$ cat src/rtl/executor_commit_scan.sv
// executor_commit_scan
//   Commits a falling piece into matrix memory and reports which of the rows
//   it covers became full.
//
//   Flow: accept (eIDLE) -> one merged window write (eWrite, valid/ready)
//         -> dim_p+1 cycle row read-back scan (eScan) -> one-cycle result
//         pulse (eDone).
//
// Ports
//   clk_i, reset_n_i          clock, asynchronous active-low reset
//   v_i / ready_o             commit request handshake (ready only in eIDLE)
//   pos_x_i, pos_y_i          window top-left column / row
//   shape_i, shape_on_board_i piece bits and board bits under the window,
//                             row-major, bit [r*dim_p+c]
//   mm_write_*                merged-window write to matrix memory
//   mm_rd_v_o, mm_rd_y_o      row read request; mm_rd_data_i returns the row
//                             one cycle later
//   done_o                    one-cycle pulse, line_mask_o/line_cnt_o valid
//   line_mask_o, line_cnt_o   full-row mask for rows pos_y..pos_y+dim_p-1
//                             and its popcount; held until the next commit
module executor_commit_scan #(
  parameter int width_p  = 16,
  parameter int height_p = 32,
  parameter int dim_p    = 4,
  localparam int xw_p    = $clog2(width_p),
  localparam int yw_p    = $clog2(height_p),
  localparam int cw_p    = $clog2(dim_p+1),
  // row-sum width: wide enough that pos_y+k never wraps
  localparam int sw_p    = ((yw_p > cw_p) ? yw_p : cw_p) + 1
) (
  input  logic                    clk_i,
  input  logic                    reset_n_i,
  input  logic                    v_i,
  output logic                    ready_o,
  input  logic [xw_p-1:0]         pos_x_i,
  input  logic [yw_p-1:0]         pos_y_i,
  input  logic [dim_p*dim_p-1:0]  shape_i,
  input  logic [dim_p*dim_p-1:0]  shape_on_board_i,
  output logic                    mm_write_v_o,
  input  logic                    mm_write_ready_i,
  output logic [xw_p-1:0]         mm_write_x_o,
  output logic [yw_p-1:0]         mm_write_y_o,
  output logic [dim_p*dim_p-1:0]  mm_write_data_o,
  output logic                    mm_rd_v_o,
  output logic [yw_p-1:0]         mm_rd_y_o,
  input  logic [width_p-1:0]      mm_rd_data_i,
  output logic                    done_o,
  output logic [dim_p-1:0]        line_mask_o,
  output logic [cw_p-1:0]         line_cnt_o
);

  typedef enum logic [1:0] {eIDLE, eWrite, eScan, eDone} state_e;

  state_e                  state;
  logic [xw_p-1:0]         pos_x_r;
  logic [yw_p-1:0]         pos_y_r;
  logic [dim_p*dim_p-1:0]  data_r;
  logic [cw_p-1:0]         k_r;       // scan counter 0..dim_p
  logic                    rd_prev;   // read issued in the previous scan cycle
  logic [dim_p-1:0]        acc;       // full-row accumulator
  logic [dim_p-1:0]        acc_next;
  logic [sw_p-1:0]         rd_sum;
  logic                    scan_last;
  logic                    row_full;

  function automatic logic [cw_p-1:0] popcnt(input logic [dim_p-1:0] m);
    logic [cw_p-1:0] s;
    s = '0;
    for (int i = 0; i < dim_p; i++) s = s + cw_p'(m[i]);
    return s;
  endfunction

  // Row address and bounds test are evaluated one bit wider than yw_p so a
  // window hanging off the bottom never aliases back onto row 0.
  assign rd_sum    = sw_p'(pos_y_r) + sw_p'(k_r);
  assign scan_last = (k_r == cw_p'(dim_p));
  assign row_full  = rd_prev & (&mm_rd_data_i);

  // Data in this cycle belongs to the read issued at k-1.
  always_comb begin
    acc_next = acc;
    for (int r = 0; r < dim_p; r++)
      if (row_full && (k_r == cw_p'(r + 1))) acc_next[r] = 1'b1;
  end

  assign ready_o         = (state == eIDLE);
  assign mm_write_v_o    = (state == eWrite);
  assign done_o          = (state == eDone);
  assign mm_rd_v_o       = (state == eScan) && !scan_last &&
                           (rd_sum < sw_p'(height_p));
  assign mm_rd_y_o       = rd_sum[yw_p-1:0];
  assign mm_write_x_o    = pos_x_r;
  assign mm_write_y_o    = pos_y_r;
  assign mm_write_data_o = data_r;

  always_ff @(posedge clk_i or negedge reset_n_i) begin
    if (!reset_n_i) begin
      state       <= eIDLE;
      pos_x_r     <= '0;
      pos_y_r     <= '0;
      data_r      <= '0;
      k_r         <= '0;
      rd_prev     <= 1'b0;
      acc         <= '0;
      line_mask_o <= '0;
      line_cnt_o  <= '0;
    end else begin
      case (state)
        eIDLE: begin
          if (v_i) begin
            pos_x_r <= pos_x_i;
            pos_y_r <= pos_y_i;
            data_r  <= shape_i | shape_on_board_i;
            state   <= eWrite;
          end
        end
        eWrite: begin
          if (mm_write_ready_i) begin
            k_r     <= '0;
            acc     <= '0;
            rd_prev <= 1'b0;
            state   <= eScan;
          end
        end
        eScan: begin
          k_r     <= k_r + 1'b1;
          rd_prev <= mm_rd_v_o;
          acc     <= acc_next;
          if (scan_last) begin
            // Result lands together with the done_o cycle.
            line_mask_o <= acc_next;
            line_cnt_o  <= popcnt(acc_next);
            state       <= eDone;
          end
        end
        eDone:   state <= eIDLE;
        default: state <= eIDLE;
      endcase
    end
  end

endmodule
$ cat config.mk
export PLATFORM = sky130hd
export DESIGN_NAME = executor_commit_scan
export DESIGN_NICKNAME = d
export VERILOG_FILES = /design/src/rtl/executor_commit_scan.sv
export SDC_FILE = /design/constraint.sdc
export NUM_CORES = 1
export LEC_CHECK = 0
export CORE_MARGIN = 1.5
export CORE_UTILIZATION = 44
export DETAILED_ROUTE_END_ITERATION = 12
export HOLD_SLACK_MARGIN = 0.03
export PLACE_DENSITY = 0.86
export SLEW_MARGIN = 20
export SYNTH_ARGS = -nofsm -noshare
export SYNTH_HDL_FRONTEND = slang
export SYNTH_SLANG_ARGS = --single-unit
$ cat constraint.sdc
create_clock -name clk_i -period 6.9 [get_ports clk_i]
set_input_delay 1.725 -clock clk_i [delete_from_list [all_inputs] [get_ports clk_i]]
set_output_delay 1.725 -clock clk_i [all_outputs]
set_load 0.01 [all_outputs]
# Word-level counts from Yosys, hierarchy flattened
# Cells that the tools add are included.
[classes] n_addsub=5 order_cmp=1 eq_ne=10 muxes=14 bitwise=2 n_reduce_logical=14
[op_table] operator="16-bit bitwise OR" n=1
[op_table] operator="16-bit AND reduction" n=1
[op_table] operator="2-bit one-hot mux with 4 select lines" n=1
[op_table] operator="4-bit one-hot mux with 2 select lines" n=1
[op_table] operator="5-bit by 3-bit adder with 6-bit output" n=1
[op_table] operator="3-bit by 2-bit equality test with 1-bit output (second input constant)" n=2
[op_table] operator="1-bit logical AND" n=6
[op_table] operator="6-bit less-than comparator (second input constant)" n=1
[op_table] operator="2-bit 2-to-1 mux" n=3
[op_table] operator="3-bit one-hot mux with 2 select lines" n=1
[op_table] operator="2-bit AND reduction" n=3
[op_table] operator="1-bit 2-to-1 mux" n=5
[op_table] operator="2-bit equality test (second input constant)" n=2
[op_table] operator="4-bit 2-to-1 mux" n=1
[op_table] operator="2-bit inequality test (second input constant)" n=2
[op_table] operator="2-bit by 1-bit adder with 3-bit output" n=1
[op_table] operator="3-bit by 1-bit adder with 3-bit output" n=1
[op_table] operator="3-bit by 1-bit adder with 3-bit output (second input constant)" n=1
[op_table] operator="3-bit by 1-bit equality test with 1-bit output (second input constant)" n=1
[op_table] operator="3-bit equality test (second input constant)" n=1
[op_table] operator="3-bit 2-to-1 mux" n=1
[op_table] operator="3-bit AND reduction" n=1
[op_table] operator="1-bit by 1-bit adder with 2-bit output" n=1
[op_table] operator="2-bit by 1-bit equality test with 1-bit output (second input constant)" n=1
[op_table] operator="6 further kinds" n=6
[totals] register_bits=42 input_bits=61 out_inout_bits=41 wordCells=55

# Logic depth before layout (Yosys ltp)
# Gate-level depths: netlist of the first run.
[depth] depth_word=7 mapped_depth=10 mapped_depth_nobuf=10

# Worst setup path after synthesis of the first run
# Ideal clock, no wire load.
[synth_path] path_type="input -> register" startpoint="in mm_rd_data_i[8]" endpoint="reg line_cnt_o[1]" setup_ns=0.125 arrival_time_ns=3.731 required_time_ns=6.775 setup_slack_ns=3.044 cell_stages=9 path_buffers=0 path_cell_list="and4_1 nand3_2 nor4_4 mux2i_1 a211oi_2 ha_1 ha_1 ha_1 mux2_2"
[synth_between] elab_chain_cells=7 word_cells_on_any_way=13 classes_between="add/sub: 3; mux: 4; bitwise: 1; reduce/logical: 5"
[synth_rtl] element="start: declaration" line="46" rtl="input logic [width_p-1:0] mm_rd_data_i,"
[synth_rtl] element="16-bit AND reduction (*)" line="77" rtl="assign row_full = rd_prev & (&mm_rd_data_i);"
[synth_rtl] element="1-bit bitwise AND (*)" line="77"
[synth_rtl] element="1-bit logical AND" line="83" rtl="if (row_full && (k_r == cw_p'(r + 1))) acc_next[r] = 1'b1;"
[synth_rtl] element="1-bit 2-to-1 mux" line="83"
[synth_rtl] element="1-bit by 1-bit adder with 2-bit output" line="69" rtl="for (int i = 0; i < dim_p; i++) s = s + cw_p'(m[i]);"
[synth_rtl] element="2-bit by 1-bit adder with 3-bit output" line="69"
[synth_rtl] element="3-bit by 1-bit adder with 3-bit output (*)" line="69"
[synth_rtl] element="end signal: assignment" line="132" rtl="line_cnt_o <= popcnt(acc_next);"
[synth_rtl] element="end: declaration" line="49" rtl="output logic [cw_p-1:0] line_cnt_o"
# Mark *: on every way between the ends. The rest lies on a longest branch, timed or not.
# A chain may end at the register's enable or synchronous reset.

# Worst setup path in the final report of the first run
[layout_path] startpoint="in mm_rd_data_i[7]" endpoint="reg line_cnt_o[1]"
# The elaborated chain is that of the path after synthesis.

==> results of run 1 <==
-- placed cells by master, fill, tap and decap left out, types with 2 or more instances in the layout --
cell,n
a21o_1,2
a21o_2,3
a21oi_1,7
a31oi_1,4
clkbuf_8,6
clkdlybuf4s50_1,100
dfrtp_1,42
ha_1,15
inv_1,9
mux2_2,16
nand2_1,27
nand2b_1,2
nand3_1,2
nand4_1,2
nor2_1,23
nor2b_1,3
o21ai_0,22
or2_2,2
xnor2_1,3
-- how the worst min path moves through the flow --
stage	start	end	slack, ns	cells past startpoint
4_1_cts	mm_write_data_o[6]	mm_write_data_o[6]	0.49	2
3_5_place_dp	line_mask_o[3]	line_mask_o[3]	0.47	2
2_1_floorplan	rd_prev	rd_prev	0.48	1
3_3_place_gp	mm_write_data_o[7]	mm_write_data_o[7]	0.46	2
5_1_grt	mm_write_data_o[15]	mm_write_data_o[15]	0.51	2
6_report	mm_write_data_o[6]	mm_write_data_o[6]	0.48	2
-- flip-flops by register name (all words and copies together), names as in the netlist --
register / cells
mm_write_data_o: 16
mm_write_y_o: 5
acc: 4
k_r: 3
rd_prev: 1
mm_write_x_o: 4
line_mask_o: 4
state: 2
line_cnt_o: 3
-- power groups by stage --
stage	sequential, mW	combinational (mW)	clock (mW)
after global placement	0.405	0.616	0
final	0.407	0.628	0.163
after detailed placement	0.410	0.630	0
after global routing	0.420	0.687	0.179
after floorplan	0.432	0.271	0
after CTS	0.407	0.636	0.168
-- area by class of cell --
cell class                      instances  area [um2]  area share
Multi-Input combinational cell        143       975.9      0.3021
Sequential cell                        42        1051      0.3253
Inverter                                9       33.78     0.01046
Clock buffer                            7       86.33     0.02672
Clock inverter                          1       5.005    0.001549
Tap cell                               52       65.06     0.02014
Timing Repair Buffer                  102        1013      0.3137
-- through the flow --
step,setup WS (ns),total power [mW],std cells
finish,2.704,1.197,356
global route,2.576,1.286,356
CTS,2.693,1.211,356
detailed placement,2.386,1.039,348
global placement,2.473,1.020,348
floorplan,3.044,0.7030,201
-- cells by family (layout without fill, tap and decap cells) --
logic type	count (synthesis)	count (layout)	synth area share
mux	17	17	0.09113
xor+xnor	3	3	0.01259
buf+inv	16	119	0.02877
simple gates	65	65	0.1439
compound gates	42	42	0.1205
flops	42	42	0.5036
fa+ha+maj	16	16	0.09952
-- worst max-delay path: cells and delay by family --
family	cells	cell delay [ns]
buffers and inverters	1	0.46
muxes	2	0.54
adders and majority gates	3	0.75
AOI/OAI and AO/OA	1	0.06
and+or+nand+nor	3	0.86
-- per-layer routing --
layer	wire length, um	GRT usage	up-vias
met4	52	0.05870	0
met2	2445	0.3663	97
met5	0	0	-
met1	1863	0.2347	826
li1	-	-	884
met3	543	0.09283	6
==> metrics, run 1 <==
area grow syn2layout=54.80%; Die Y=approximately 72 um; Worst Path Arrival=4.38 ns; post-route cell area=around 0.0032 mm2; Primary FF master, synth=dfrtp_1; Internal=0.7701 mW; sequential power share=0.340; maximum clock rate=about 240 MHz; Worst VDD drop=roughly 230 uV; Sw Ratio=0.3568; Rows=24; DIE WIDTH=about 72 um; CTS root buf=clkbuf_8; count leader, synth=dfrtp_1; Detailed Route Iter0 Violations=173; final hold slack=between 0.4 and 0.5 ns; Post CTS Setup Buffer Count=0; HPWL Detailed=roughly 3.7 mm; ranking of synthesized cells by area=dfrtp_1 50%, ha_1 9.0%, mux2_2 8.6%; Fill cells=360; measured slew at the worst slew-check pin=about 0.94 ns; reg2reg setup slack=approximately 4.3 ns; Worst Hold Class=flop to flop; Setup crit start=mm_rd_data_i[7]; Worst Skew=between 0.004 and 0.005 ns; placed cell area=between 0.003 and 0.004 mm2; CTS tree=yes; worst setup path class=input port to flop; CP Cell Sequence=clkdlybuf4s50_1 > and4_1 > nand3_2 > nor4_4 > mux2i_1 > a211oi_2 > ha_1 > ha_1 > ha_1 > mux2_2; CP Max Fanout=10; Core Util, Final=0.7269; DR DRC count=0; post-CTS sizing=0; WP data required=around 7 ns; Setup-failing EPs final=0; fin nets=380; Netlist Area Pre-Place=around 0.0021 mm2; vias=approximately 1800; Mean Syn Cell Area=around 10 um2; Synth area leader=dfrtp_1; reg2reg end=line_cnt_o[1]; die footprint=0.005165 mm2; port bufs=roughly 100; Setup crit end kind=flop; minimum clock period=4.196 ns; Tot GR Track Use=0.2108; CTS buffer count=5; post-synth top area share=0.5036; clock share of power=0.136; Starting Density=0.4696; Placeable Area=0.004444 mm2; combinational power share=0.524; Worst Setup EP=line_cnt_o[1]; clock sink count=42; Clock Latency Late Sink=just under 0.3 ns; reg-to-reg critical path startpoint=k_r[1]; Commonest cells post-synth=42 x dfrtp_1, 27 x nand2_1, 23 x nor2_1; Slowest cell on crit path=nor4_4; startpoint types=input port; Inserted Diodes=0; drt total wl=about 4.9 mm; antenna violations before repair=0; Max clock buf depth=2; worst reg2reg path depth=10; Slew HR=0.3740; crit-path most repeated cell=ha_1; Synth Register Bits=42; Leakage=around 1.5 nW; Cell variety after synth=29; hold violation count in the final report=0; first-pass GRT wire length=~8.4 mm; RSZ-0062 raised after global routing=no; cts hold-fix bufs=0; ratio of cells with drive above 1 in the final layout=0.1118; clock input transition at the sequential cells of the worst setup and hold paths=approximately 0.080 ns; IO Count=between 100 and 150; vias in the first global route=roughly 1900; grt ovf=0; DR pass1 iterations=9; status=finished, final reports clean; fin. max-slew vios=0; routability cong.=0.7593; Max-Cap Viols=0; pin count of the biggest net entering global routing=43; fraction of registers with async set/reset=1.000; WL per Instance=about 14 um; Tcrit/Tclk final=0.6081; Post-synth EDFFs=0; Avg Vias per Cell=~5.1; NetSw=0.4272 mW; H-tree levels=2; post-route ant nets=0; Synth Net Count=278; Synth warnings=0; setup_tns=0 ns; sequential area share after synthesis=0.5036; crit-path max cell delay=0.55 ns; Post-Synthesis Cells=201; PD cells=approximately 370 mW/mm2
Note: power is estimated with default switching activity, not from simulation.
==> run 2, diff against run 1 <==
- CORE_UTILIZATION: 44 -> 37
- PLACE_DENSITY: 0.86 -> 0.77
- clock period: 6.9 -> 3.6 ns (I/O delays scaled with it)
==> metrics, run 2 (synthesis results as in run 1) <==
NetSw=0.8140 mW (+91%); sequential power share=0.334 (-0.006); WP data required=2.70 ns (-4.38 ns); Hold Path Stages=2 (unchanged); FF+latch area=0.001051 mm2 (unchanged); Die Y=78.11 um (+8.7%); reg2reg setup slack=0.97 ns (-3.33 ns); Sw Ratio=0.3481 (-0.008732); placed cell area=0.003172 mm2 (+1.0%); antenna violations before repair=0 (unchanged); Post CTS Setup Buffer Count=0 (unchanged); Slowest cell on crit path=clkdlybuf4s50_1; commonest non-fill, non-tap cells in the layout=100 x clkdlybuf4s50_1, 42 x dfrtp_1, 27 x nand2_1; crit-path max cell delay=0.56 ns (about the same); DR pass1 iterations=4 (-5); measured slew at the worst slew-check pin=0.9347 ns (-0.004363 ns); maximum clock rate=between 300 and 400 MHz; hold violation count in the final report=0 (unchanged); Clock Latency Late Sink=0.29 ns (about the same); worst reg2reg path depth=10 (unchanged); worst setup path class=flop to primary output; port bufs=101 (unchanged); Leakage=1.486 nW (+1.0%); fin. max-slew vios=0 (unchanged); CTS buffer count=5 (unchanged); routability cong.=0.7593 (unchanged); DIE WIDTH=78.11 um (+8.7%); Worst Path Arrival=2.37 ns (-2.01 ns); grt ovf=0 (unchanged); Tot GR Track Use=0.1685 (-0.04227); post-route cell area=0.003281 mm2 (+1.5%); clock input transition at the sequential cells of the worst setup and hold paths=0.08 ns (about the same); CTS root buf=clkbuf_8; post-route non-filler standard cell count=377 (+5.9%); footprint of the multi-input gates=975.9 um2 (unchanged); post-route ant nets=0 (unchanged); IO Count=102 (unchanged); Placeable Area=0.005473 mm2 (+23%); Setup crit start=k_r[0]; Avg Vias per Cell=4.804 (-5.7%); Max clock buf depth=2 (unchanged); area grow syn2layout=57.19%; H-tree levels=2 (unchanged); CP Cell Sequence=ha_1 > inv_1 > fa_1 > nor2b_1 > o21ai_0 > xnor2_1 > clkdlybuf4s50_1; Setup crit end kind=primary output; vias in the first global route=1832 (-1.8%); sum of buffers and inverters on the critical path=2 (+1); reg-to-reg critical path startpoint=k_r[0]; setup_tns=0 ns (unchanged); max reg flops=16 (unchanged); reg2reg end=line_cnt_o[1]; commonest non-fill, non-tap cell in the layout=clkdlybuf4s50_1; combinational power share=0.513 (-0.011); Inserted Diodes=0 (unchanged); CTS tree=yes; Setup-failing EPs final=0 (unchanged); startpoint types=flop; pin count of the biggest net entering global routing=43 (unchanged); clock sink count=42 (unchanged); Internal=1.525 mW (+98%); HPWL Detailed=3.804 mm (+2.8%); fin nets=381 (+0.26%); CP delay by family, top=adder cells; Slew HR=0.3769 (+0.002908); Worst Hold Class=flop to flop; Tcrit/Tclk final=0.9085; clock share of power=0.153 (+0.017); minimum clock period=approximately 3.3 ns; RSZ-0062 raised after global routing=no; critical path depth=7 (-3); DR DRC count=0 (unchanged); Detailed Route Iter0 Violations=68 (-61%); Tot Pwr=2.339 mW (+95%); Max-Cap Viols=0 (unchanged); CP Max Fanout=6 (-4); die footprint=0.006100 mm2 (+18%); Worst Skew=0.003183 ns (-0.001269 ns); Worst VDD drop=392.8 uV (+74%); Fill cells=499 (+39%); Starting Density=0.3813 (-0.08825); Worst Setup EP=mm_rd_y_o[4]; post-CTS sizing=0 (unchanged); WL per Instance=12.93 um (-6.1%); Rows=27 (+13%); cts hold-fix bufs=0 (unchanged); vias=1811 (-0.11%); ratio of cells with drive above 1 in the final layout=0.1180 (+0.006191); first-pass GRT wire length=8.121 mm (-3.7%); Cells after DPL=369 (+6.0%); drt total wl=4.874 mm (-0.61%); status=finished, final reports clean; PD cells=712.9 mW/mm2 (+92%)
==> run 2: through the flow <==
step	setup slack, ns	hold slack (ns)	util
2_1_floorplan	0.5692	0.4803	-
3_3_place_gp	0.1993	0.4607	0.5796
3_5_place_dp	0.1344	0.4692	0.5796
4_1_cts	0.3067	0.4879	0.5995
5_1_grt	0.2066	0.5116	0.5995
6_report	0.3293	0.4817	0.5995
==> run 2: cell type report <==
type                    count  share of cell area
flip-flops and latches     42              0.3204
repair buffers            103              0.3112
multi-input cells         143              0.2975
well taps                  72             0.02746
clock buffers               5             0.02098
clock inverters             3             0.01220
inverters                   9             0.01030
==> run 2: worst min path at each step <==
stage | start | to | slack, ns
floorplan | rd_prev | rd_prev | 0.48
global placement | mm_write_data_o[6] | mm_write_data_o[6] | 0.46
detailed placement | mm_write_data_o[5] | mm_write_data_o[5] | 0.47
CTS | mm_write_data_o[5] | mm_write_data_o[5] | 0.49
global route | mm_write_data_o[15] | mm_write_data_o[15] | 0.51
finish | mm_write_data_o[5] | mm_write_data_o[5] | 0.48
==> run 2: worst min-delay path, delay by kind of cell, from the launching register on <==
kind	cells	cell delay, ns
AO/OA/AOI/OAI	1	0.06
flip-flops	1	0.35
AND/OR/NAND/NOR	1	0.05
==> run 2: metal layers <==
layer / up-vias / track usage / routed length (um) / part of all wire
met5: - / 0 / 0 / 0
met4: 0 / 0.05357 / 42 / 0.0086
met3: 8 / 0.07791 / 499 / 0.10
met2: 78 / 0.2965 / 2459 / 0.50
met1: 832 / 0.1786 / 1873 / 0.38
li1: 893 / - / - / -
==> run 2: power groups by stage <==
stage	registers [mW]	clock network, mW	logic [mW]
floorplan	0.829	0	0.518
global placement	0.778	0	1.19
detailed placement	0.787	0	1.22
CTS	0.781	0.375	1.22
global route	0.808	0.395	1.32
finish	0.780	0.359	1.20
==> run 3, diff against run 2 <==
- SLEW_MARGIN: 20 -> not set
- TNS_END_PERCENT: not set -> 100
==> results of run 3 <==
The final DEF is identical to that of run 2; final timing and power are the same.
